### src/rtl/harmonic_scheduler.sv
// harmonic_scheduler
//   Frame sequencer for the additive-synthesis datapath. Once per sample frame it
//   walks harmonics 0..NO_OF_HARMONICS-1 through lookup -> accumulate -> rescale,
//   then latches the totals, clears the accumulators and fires the DAC send on
//   the sample-rate tick. A frame still running when the tick arrives is cut
//   short at its next harmonic boundary and flagged as an overrun.
//
// Ports
//   i_Clock, i_Reset        clock; synchronous active-high reset
//   i_Sample_Ready          level: lookup value valid for o_Harmonic
//   i_Freq_Too_High         level: current harmonic is above Nyquist
//   i_Adder_Done[1:0]       pulse per adder ([0] even, [1] odd): accumulate done
//   i_Scaler_Ready[1:0]     pulse per scaler: new multiple valid
//   o_Harmonic              index of the harmonic being processed
//   o_Next_Sample           pulse: request lookup for o_Harmonic
//   o_Adder_Start[1:0]      pulse: start adder selected by harmonic parity
//   o_Scaler_Start[1:0]     pulse: step scaler selected by harmonic parity
//   o_Scaler_Restart        pulse: reload both scalers to their initial values
//   o_Adder_Clear           pulse: clear both accumulators
//   o_Latch_Totals          pulse: top level registers the adder totals
//   o_DAC_Send              pulse: start DAC transfer
//   o_Harmonic_Count        harmonics accumulated in the last completed frame
//   o_Overrun               sticky: a frame missed its tick
//
// All strobes are registered and exactly one cycle wide. Each strobe is raised
// on the clock edge that performs the corresponding action, so it is visible in
// the cycle that follows; the DAC send is raised on entry to SEND so that it
// lands in the cycle right after the tick.

module harmonic_scheduler #(
    parameter int NO_OF_HARMONICS = 50,
    parameter int SAMPLE_INTERVAL = 1000,
    parameter int HARM_BITS       = 8,
    parameter int TIMER_BITS      = 16
) (
    input  logic                 i_Clock,
    input  logic                 i_Reset,
    input  logic                 i_Sample_Ready,
    input  logic                 i_Freq_Too_High,
    input  logic [1:0]           i_Adder_Done,
    input  logic [1:0]           i_Scaler_Ready,
    output logic [HARM_BITS-1:0] o_Harmonic,
    output logic                 o_Next_Sample,
    output logic [1:0]           o_Adder_Start,
    output logic [1:0]           o_Scaler_Start,
    output logic                 o_Scaler_Restart,
    output logic                 o_Adder_Clear,
    output logic                 o_Latch_Totals,
    output logic                 o_DAC_Send,
    output logic [HARM_BITS-1:0] o_Harmonic_Count,
    output logic                 o_Overrun
);

    localparam logic [3:0] S_IDLE        = 4'd0;
    localparam logic [3:0] S_ADD_START   = 4'd1;
    localparam logic [3:0] S_ADD_WAIT    = 4'd2;
    localparam logic [3:0] S_NEXT        = 4'd3;
    localparam logic [3:0] S_SCALE_START = 4'd4;
    localparam logic [3:0] S_SCALE_WAIT  = 4'd5;
    localparam logic [3:0] S_LATCH       = 4'd6;
    localparam logic [3:0] S_CLEAR       = 4'd7;
    localparam logic [3:0] S_WAIT_TICK   = 4'd8;
    localparam logic [3:0] S_SEND        = 4'd9;

    localparam logic [TIMER_BITS-1:0] TIMER_LAST = TIMER_BITS'(SAMPLE_INTERVAL - 1);
    localparam logic [HARM_BITS-1:0]  HARM_LAST  = HARM_BITS'(NO_OF_HARMONICS - 1);

    logic [3:0]            state;
    logic [TIMER_BITS-1:0] timer;
    logic                  tick;
    logic                  pending;
    logic                  blank;        // first ADD_START cycle: lookup still settling
    logic [1:0]            parity_mask;  // one-hot adder/scaler select for o_Harmonic
    logic                  last_harm;
    logic                  frame_stop;

    assign tick        = (timer == TIMER_LAST);
    assign parity_mask = o_Harmonic[0] ? 2'b10 : 2'b01;
    assign last_harm   = (o_Harmonic == HARM_LAST);
    assign frame_stop  = last_harm | i_Freq_Too_High | pending;

    // Sample-rate timer, free-running and independent of the FSM.
    always_ff @(posedge i_Clock) begin
        if (i_Reset) begin
            timer <= '0;
        end else if (tick) begin
            timer <= '0;
        end else begin
            timer <= timer + 1'b1;
        end
    end

    // A tick in the same cycle as SEND wins, so no tick is ever lost.
    always_ff @(posedge i_Clock) begin
        if (i_Reset) begin
            pending <= 1'b0;
        end else if (tick) begin
            pending <= 1'b1;
        end else if (state == S_SEND) begin
            pending <= 1'b0;
        end
    end

    always_ff @(posedge i_Clock) begin
        if (i_Reset) begin
            // NOTE: every register here is control state, so all of it is
            // reset; a reset mid-frame must leave no stray strobe behind.
            state            <= S_IDLE;
            blank            <= 1'b0;
            o_Harmonic       <= '0;
            o_Next_Sample    <= 1'b0;
            o_Adder_Start    <= 2'b00;
            o_Scaler_Start   <= 2'b00;
            o_Scaler_Restart <= 1'b0;
            o_Adder_Clear    <= 1'b0;
            o_Latch_Totals   <= 1'b0;
            o_DAC_Send       <= 1'b0;
            o_Harmonic_Count <= '0;
            o_Overrun        <= 1'b0;
        end else begin
            // NOTE: non-blocking throughout; the strobe defaults below are
            // overridden by the case arms, last assignment wins.
            o_Next_Sample    <= 1'b0;
            o_Adder_Start    <= 2'b00;
            o_Scaler_Start   <= 2'b00;
            o_Scaler_Restart <= 1'b0;
            o_Adder_Clear    <= 1'b0;
            o_Latch_Totals   <= 1'b0;
            o_DAC_Send       <= 1'b0;

            case (state)
                S_IDLE: begin
                    o_Scaler_Restart <= 1'b1;
                    o_Next_Sample    <= 1'b1;
                    blank            <= 1'b1;
                    state            <= S_ADD_START;
                end
                S_ADD_START: begin
                    if (blank) begin
                        blank <= 1'b0;
                    end else if (i_Sample_Ready) begin
                        o_Adder_Start <= parity_mask;
                        state         <= S_ADD_WAIT;
                    end
                end
                S_ADD_WAIT: begin
                    // Only the adder for this harmonic's parity can complete it.
                    if ((i_Adder_Done & parity_mask) != 2'b00) begin
                        state <= S_NEXT;
                    end
                end
                S_NEXT: begin
                    o_Harmonic    <= o_Harmonic + 1'b1;
                    o_Next_Sample <= 1'b1;
                    if (frame_stop) begin
                        state <= S_LATCH;
                        // Cut short only by the tick: the frame ran out of time.
                        if (pending && !last_harm && !i_Freq_Too_High) begin
                            o_Overrun <= 1'b1;
                        end
                    end else begin
                        state <= S_SCALE_START;
                    end
                end
                S_SCALE_START: begin
                    // o_Harmonic already points at the next harmonic here.
                    o_Scaler_Start <= parity_mask;
                    state          <= S_SCALE_WAIT;
                end
                S_SCALE_WAIT: begin
                    if ((i_Scaler_Ready & parity_mask) != 2'b00) begin
                        blank <= 1'b1;
                        state <= S_ADD_START;
                    end
                end
                S_LATCH: begin
                    o_Latch_Totals   <= 1'b1;
                    o_Harmonic_Count <= o_Harmonic;
                    state            <= S_CLEAR;
                end
                S_CLEAR: begin
                    o_Adder_Clear <= 1'b1;
                    state         <= S_WAIT_TICK;
                end
                S_WAIT_TICK: begin
                    // Strobes raised here appear during SEND, one cycle after the tick.
                    if (pending || tick) begin
                        o_DAC_Send       <= 1'b1;
                        o_Scaler_Restart <= 1'b1;
                        o_Next_Sample    <= 1'b1;
                        o_Harmonic       <= '0;
                        state            <= S_SEND;
                    end
                end
                S_SEND: begin
                    blank <= 1'b1;
                    state <= S_ADD_START;
                end
                default: begin
                    state <= S_IDLE;
                end
            endcase
        end
    end

endmodule

### config.mk
export PLATFORM = sky130hd
export DESIGN_NAME = harmonic_scheduler
export DESIGN_NICKNAME = d
export VERILOG_FILES = /design/src/rtl/harmonic_scheduler.sv
export SDC_FILE = /design/constraint.sdc
export NUM_CORES = 1
export LEC_CHECK = 0
export CORE_ASPECT_RATIO = 0.6
export CORE_MARGIN = 8
export CORE_UTILIZATION = 50
export CTS_BUF_LIST = sky130_fd_sc_hd__clkbuf_2
export DETAILED_ROUTE_END_ITERATION = 8
export PLACE_DENSITY = 0.75
export SETUP_SLACK_MARGIN = 0.1
export SLEW_MARGIN = 20
export SYNTH_ARGS = -nofsm -noshare
export SYNTH_HDL_FRONTEND = slang
export SYNTH_SLANG_ARGS = --single-unit
### constraint.sdc
create_clock -name i_Clock -period 2 [get_ports i_Clock]
set_clock_uncertainty 0.15 [all_clocks]
set_input_delay 0.2 -clock i_Clock [delete_from_list [all_inputs] [get_ports i_Clock]]
set_output_delay 0.2 -clock i_Clock [all_outputs]
set_load 0.01 [all_outputs]
# Word-level counts from Yosys, hierarchy flattened

Cells that the tools add are included.

Bits in registers: 48
Input bits: 8
Output and inout bits: 26
Word-level logic and storage cells: 80

Add/sub/neg operators: 2
Equality and inequality tests: 16
Mux-type cells: 19
Bitwise operators: 8
Reduce and logical (&&, ||, !) cells: 21

Operator list:

| cell                                                               | count |
|---|---|
| 4-bit case mux with 9 select lines                                 | 1 |
| 4-bit 2-to-1 mux                                                   | 5 |
| 16-bit by 1-bit adder with 16-bit output (second input constant)   | 1 |
| 16-bit by 10-bit == test with 1-bit output (second input constant) | 1 |
| 4-bit by 3-bit == test with 1-bit output (second input constant)   | 4 |
| 8-bit case mux with 2 select lines                                 | 1 |
| 2-bit inequality test (second input constant)                      | 5 |
| 2-bit OR reduction                                                 | 5 |
| 8-bit by 1-bit adder with 8-bit output (second input constant)     | 1 |
| 4-bit by 2-bit == test with 1-bit output (second input constant)   | 2 |
| 4-bit == test (second input constant)                              | 2 |
| 8-bit by 6-bit == test with 1-bit output (second input constant)   | 1 |
| 8-bit 2-to-1 mux                                                   | 1 |
| 2-bit nonzero test                                                 | 4 |
| 1-bit 2-to-1 mux                                                   | 6 |
| 5-bit AND reduction                                                | 1 |
| 2-bit bitwise AND                                                  | 2 |
| 4-bit by 1-bit == test with 1-bit output (second input constant)   | 1 |
| 4-bit logical NOT                                                  | 1 |
| 2-bit 2-to-1 mux                                                   | 2 |
| 1-bit NOT                                                          | 4 |
| 1-bit case mux with 2 select lines                                 | 2 |
| 2-bit AND reduction                                                | 2 |
| 4-bit OR reduction                                                 | 1 |
| 7 further kinds                                                    | 10 |

# Logic depth before layout (Yosys ltp)

Word-level depth: 5
Depth in mapped cells: 6
Depth with buffers taken out: 6

# Worst setup path before layout

No wires, ideal clock.

Path type: reg-to-reg
Start point: reg o_Harmonic[0]
End point: reg state[0]
Library setup time: 0.103 ns
Arrival time: 1.538 ns
Required time: 1.747 ns
Slack: 0.209 ns
Stages on the path, launching flop included: 6
Path buffers: 1
Period minus slack after synthesis: 1.791 ns
Path through: dfxtp_1 > buf_6 > mux2_4 > a2111oi_4 > o21ai_1 > a2111oi_2

Cells in the longest elaborated chain, start to end: 5
Elaborated cells between the ends (all ways): 8
Those cells by class: eq/ne: 2; mux: 1; bitwise: 2; reduce/logical: 3

Ends and longest elaborated chain:

| item                                         | line     | source |
|---|---|---|
| start: declaration                           | 42       | `output logic [HARM_BITS-1:0] o_Harmonic,` |
| start signal: assignment                     | 153      | `o_Harmonic <= o_Harmonic + 1'b1;` |
| 2-bit 2-to-1 mux *                           | 78       | `assign parity_mask = o_Harmonic[0] ? 2'b10 : 2'b01;` |
| 2-bit bitwise AND, on equally long branches  | 171, 148 |  |
| 2-bit nonzero test, on equally long branches | 171, 148 |  |
| 2-bit inequality test (no line)              | -        |  |
| 5-bit AND reduction (no line) *              | -        |  |
| end signal: assignment                       | 168      | `state <= S_SCALE_WAIT;` |
| end signal: assignment                       | 173      | `state <= S_ADD_START;` |
| end signal: assignment                       | 179      | `state <= S_CLEAR;` |
| end: declaration                             | 68       | `logic [3:0] state;` |

Mark *: on every way between the ends. The rest lies on a longest branch, timed or not.
A chain may end at the register's enable or synchronous reset.

# Worst setup path after layout

Start point: reg o_Harmonic[1]
End point: out o_Harmonic[1]

No word-level cell between the ends.

==> key figures <==
Worst setup path
  • Crit. End Element: output port
  • Worst path required time: between 1.5 and 2 ns
  • CP max FO: 6
  • CP max stage delay: between 0.5 and 0.6 ns
  • R2r setup slk: 0.19 ns
  • CP top delay family: buffers and inverters
  • CP max stage cell: clkdlybuf4s50_1
  • Crit Path Class: flop to output port
  • Crit path buffers/inverters: 1
  • Critical path cell sequence: clkdlybuf4s50_1
  • CP Launch Type: flop
  • Worst path arrival time: 1.47 ns

Die
  • FP Rows: 18
  • Die X: 99.9 microns
  • Die area: 0.00663 sq mm
  • Initial Utilization: 0.518
  • Chip height: 66.3 microns
  • I/O pin count: 34
  • Core region area: 0.00408 sq mm

Synthesis
  • Asr flop ratio synth: 0
  • Sequential cell area fraction in the yosys report: 0.455
  • Most common cell in the netlist: dfxtp_1
  • Syn Area/Cell: roughly 9.0 sq um
  • Cell area after synthesis: 0.00211 sq mm
  • Syn Inst Count: 235
  • Synth cell types: 52
  • Synth Warn #: 0
  • Synth top area cells: dfxtp_1 (46%), xor2_1 (5.0%), nand2_1 (4.8%), nor2_1 (4.1%), a21oi_1 (3.8%)
  • Area fraction of the dominant cell type after synthesis: 0.455
  • Mapped Nets: about 250
  • Most common library cells after synthesis: dfxtp_1 (48), nand2_1 (27), nor2_1 (23)
  • Post-synthesis register bit count: 48
  • Post-synth top flop: dfxtp_1
  • EDFF count, synth: 0
  • Dominant cell type by area after synthesis: dfxtp_1

Global route
  • Largest net degree at the start of global routing: 16
  • Grt ovf: 0
  • All-layer global routing usage: 0.152
  • First-pass GRT wire length: 8070 microns
  • Vias in the first global route: 1608
  • Initial antenna violation count: 0

Clock tree
  • CTS tree: done
  • Clk slew on worst S/H paths: between 0.2 and 0.25 ns
  • Clock buffer depth: 2
  • CTS Buf Count: 5
  • CTS sink cnt: 48
  • Clk Latency, worst-skew pair: 0.41 ns
  • H-tree depth: 2
  • Root buf cell: clkbuf_2

Placement
  • Routability-driven placement congestion ratio: 0.817
  • Cells after DPL: 329
  • DP Area: roughly 0.0026 sq mm
  • DP HPWL: 3710 microns
  • Buffers on Ports: 33

STA
  • Final worst path period share: 0.908
  • Final Hold Vio Count: 0
  • Worst Max-Slew Pin Slew: 0.431 ns
  • Max Freq: 551 MHz
  • Slew HR: 0.709
  • Final slew viol count: 0
  • RSZ-0062 raised after global routing: no
  • Sum of negative setup slack: 0 ns
  • # setup viols final: 0
  • Fin crit period: ~1.8 ns

Final layout
  • Layout net count: roughly 290
  • Fin util: 0.662
  • Share of layout cells above drive strength 1: 0.199
  • # diodes: 0
  • Fin area: 0.00270 sq mm
  • Area added between synthesis and finish: 27.9%
  • Non-filler cells, final: 341

Pwr
  • Leak: 0.946 nW
  • Cell Pwr Density: between 700 and 800 mW/mm^2
  • Worst IR drop on VDD: 464 uV

Route
  • Avg WL per Cell: 14.8 microns
  • DRC errors left: 0
  • Vias/cell: ~5.4
  • Via count: around 1800
  • Final ANT Viol Nets: 0
  • DRT Wirelength: 5060 microns
  • Pre-antenna DRT Iters: 4
  • Iter 0 DRT Violations: 138

Worst hold path
  • Min-delay worst type: primary input to flop

Outcome
  • Status: finished, final reports clean

Job
  • Max-cap viol count: 0
-- worst min-delay path, cell delays in order --
cell	delay (ns)
clkdlybuf4s50_1	0.42
nand2_1	0.10
nor4_1	0.05
-- repair_timing --
action / 4_1_cts / 5_1_grt
buffers inserted: 0 / 4
pin swaps: 0 / 2
resized for setup: 3 / 20
hold buffers: 0 / 0
endpoints found under the setup margin: 3 / 12
hold endpoints to repair: 0 / 0
-- worst paths after layout --
path                                    start                          endpoint  depth (start not counted)
max                o_Harmonic[1]$_SDFFE_PP0P_                     o_Harmonic[1]                          1
min                            i_Sample_Ready       o_Adder_Start[0]$_SDFF_PP0_                          3
max reg2reg        o_Harmonic[0]$_SDFFE_PP0P_             state[0]$_SDFFE_PP0P_                          4
min reg2reg  o_Harmonic_Count[3]$_SDFFE_PP0P_  o_Harmonic_Count[3]$_SDFFE_PP0P_                          2
-- state kept, by name, summed over array words and instances, names as in the netlist --
name,cells
pending,1
o_Latch_Totals,1
o_Next_Sample,1
blank,1
o_Adder_Start,2
timer,16
o_Harmonic_Count,8
o_Adder_Clear,1
o_Scaler_Start,2
o_Harmonic,8
o_Scaler_Restart,1
o_Overrun,1
o_DAC_Send,1
state,4
-- power breakdown --
group | switching, mW | leakage (nW) | internal, mW | total, mW
logic | 0.228 | 0.522 | 0.234 | 0.461
registers | 0.0637 | 0.394 | 1.01 | 1.08
clock network | 0.296 | 0.0302 | 0.0787 | 0.374
-- through the flow --
| stage | hold WS, ns | total power, mW | setup WS [ns] |
|---|---|---|---|
| CTS | 0.210 | 1.89 | 0.101 |
| finish | 0.238 | 1.91 | 0.184 |
| floorplan | 0.205 | 1.36 | 0.209 |
| global placement | 0.289 | 1.50 | 0.0314 |
| global route | 0.216 | 2.02 | 0.0915 |
| detailed placement | 0.295 | 1.52 | 0.0287 |
-- metal layers --
layer  vias up  global-route usage  wire, microns
met5         -                   0              0
met4         0              0.0468             36
met3         4              0.0452            293
met2        53               0.212           2050
met1       857               0.217           2670
li1        926                   -              -
-- cells in the final DEF, fill, tap and decap left out, types with 3 or more instances in the layout --
cell / instances
and3_1: 4
and4_1: 3
o21ai_0: 7
dfxtp_1: 36
buf_4: 17
or3_1: 3
nor2_1: 23
nor3_1: 5
a21oi_1: 16
xor2_1: 12
nand3_1: 7
dfxtp_2: 11
inv_1: 6
clkdlybuf4s50_1: 33
nand2_1: 27
o31ai_1: 3
clkbuf_2: 5
or2_2: 4
xnor2_1: 3
nand4_1: 7
-- logic make-up after synthesis --
group,after synthesis,synth area share
AO/OA/AOI/OAI,42,0.142
AND/OR/NAND/NOR,107,0.273
adder cells (fa/ha/maj),3,0.0178
XOR/XNOR,15,0.0622
multiplexers,2,0.0119
flip-flops,48,0.455
buffers and inverters,18,0.0385
-- cell type report --
type / instances / area [sq um]
Clock buffer: 5 / 25.0
Clock inverter: 3 / 13.8
Fill cell: 347 / 1380
Inverter: 6 / 22.5
Multi-Input combinational cell: 169 / 1130
Sequential cell: 48 / 978
Tap cell: 60 / 75.1
Timing Repair Buffer: 50 / 458
Power figures use the tool's default switching activity.
==> RTL edit, RTL diff (same settings) <==
`TIMER_BITS`: 16 -> 14.
--- a/src/rtl/harmonic_scheduler.sv
+++ b/src/rtl/harmonic_scheduler.sv
@@ -32,5 +32,5 @@
     parameter int SAMPLE_INTERVAL = 1000,
     parameter int HARM_BITS       = 8,
-    parameter int TIMER_BITS      = 16
+    parameter int TIMER_BITS      = 14
 ) (
     input  logic                 i_Clock,
Behaviour: no difference found for any inputs over 10 cycles, from zero or initial values and one cycle with i_Reset high; that may be too few to reach the edited logic, so the function may still have changed.
==> RTL edit against the unedited design <==
Area after synthesis fell by 6.9%; setup slack got worse by 170 ps; hold slack gained 80 ps; design area shrank 2.3%; sequential share of layout area is 0.90 points lower; sequential cell count down 2; wire length is 5.6% lower; synthesized cell count is the same; count of clock-buffer cells in the layout unchanged.
Power is not compared: it rests on default switching activity, and its combinational part moved more than twofold at a synthesized area within 25%.
==> RTL edit: results (changes against the unedited design) <==
stage;metric;value;unit;change
global_routing;met2 Resource Use GR;0.225;;+0.0135
placement;pre-CTS setup slack;-11.6;ps;-40.3 ps
min_path;Hold Path Origin;timer[0]$_SDFF_PP0_;;
global_routing;met1 GRT Util;0.199;;-0.0189
setup_path;FF-to-FF setup slack;20;ps;-170 ps
yosys;Synth top cells by count;dfxtp_1, nor2_1, nand2_1, a21oi_1;;
drt;wl on met1;2.42;mm;-9.3%
placement;DP Area;0.00243;sq mm;-4.8%
global_routing;met3 usage;0.0593;;+0.0141
setup_path;Crit-path slowest cell;or4_4;;
global_routing;vias in the first global route;1654;;+2.9%
finish;non-filler cells, final;331;;-2.9%
drt;met3 WL;370;microns;+26%
drt;drt total wl;4.77;mm;-5.6%
finish;Largest regs;timer x14, o_Harmonic x8, o_Harmonic_Count x8;;
min_path;hold depth;1;;-2
global_routing;first-pass GRT wire length;7.87;mm;-2.4%
setup_path;Top delay family on crit path;simple AND/OR/NAND/NOR gates;;
drt;via count;1768;;-3.9%
placement;GP Congestion;0.878;;+7.5%
sta;hold_ws;318;ps;+80.1 ps
finish;layout cells sized above 1;0.204;;+0.00494
yosys;top cells by area, synth;dfxtp_1, nor2_1, nand2_1;;
setup_path;maximum fanout along the worst path;5;;-1
finish;nets;294;;+1.0%
finish;Fill cells;286;;-18%
status;status;completed;;
setup_path;R2R depth;6;;+2
placement;post-DP HPWL;3.39;mm;-8.7%
[RTL edit: cell types whose count changed after synthesis, moves of 3 or more]
| cell | unedited run | this run |
|---|---|---|
| a21oi_1 | 16 | 20 |
| nand3_1 | 8 | 5 |
| and4_1 | 3 | 0 |
| nor3b_1 | 3 | 0 |
| clkbuf_1 | 7 | 10 |
| a2111oi_0 | 3 | 0 |
| a31oi_1 | 0 | 3 |
| nor2_1 | 23 | 39 |
| nand2_1 | 27 | 31 |
| o31ai_1 | 3 | 0 |
[RTL edit: timing repair]
action,in CTS,in global routing
resized for setup,5,23
pin swaps,1,6
endpoints found under the setup margin,10,32
setup buffers,2,2
[RTL edit: cell type report]
| type | instances | area share |
|---|---|---|
| Tap cell | 47 | 0.0223 |
| Sequential cell | 46 | 0.354 |
| Multi-Input combinational cell | 169 | 0.397 |
| Clock inverter | 3 | 0.0242 |
| Clock buffer | 5 | 0.00949 |
| Timing Repair Buffer | 53 | 0.182 |
| Inverter | 8 | 0.0114 |
[RTL edit: cell families (layout without fill, tap and decap cells)]
kind of cell | count (synthesis) | in the layout | synth area share
fa+ha+maj | 3 | 3 | 0.0191
buf+inv | 20 | 69 | 0.0408
xor+xnor | 15 | 15 | 0.0669
simple gates | 110 | 110 | 0.280
mux | 1 | 1 | 0.00510
compound gates | 40 | 40 | 0.120
flops | 46 | 46 | 0.469
[RTL edit: power by group]
part | total [mW] | leakage, nW | internal [mW] | switching, mW
logic | 0.220 | 0.543 | 0.100 | 0.120
clock network | 0.632 | 0.0506 | 0.332 | 0.299
registers | 0.981 | 0.377 | 0.949 | 0.0317
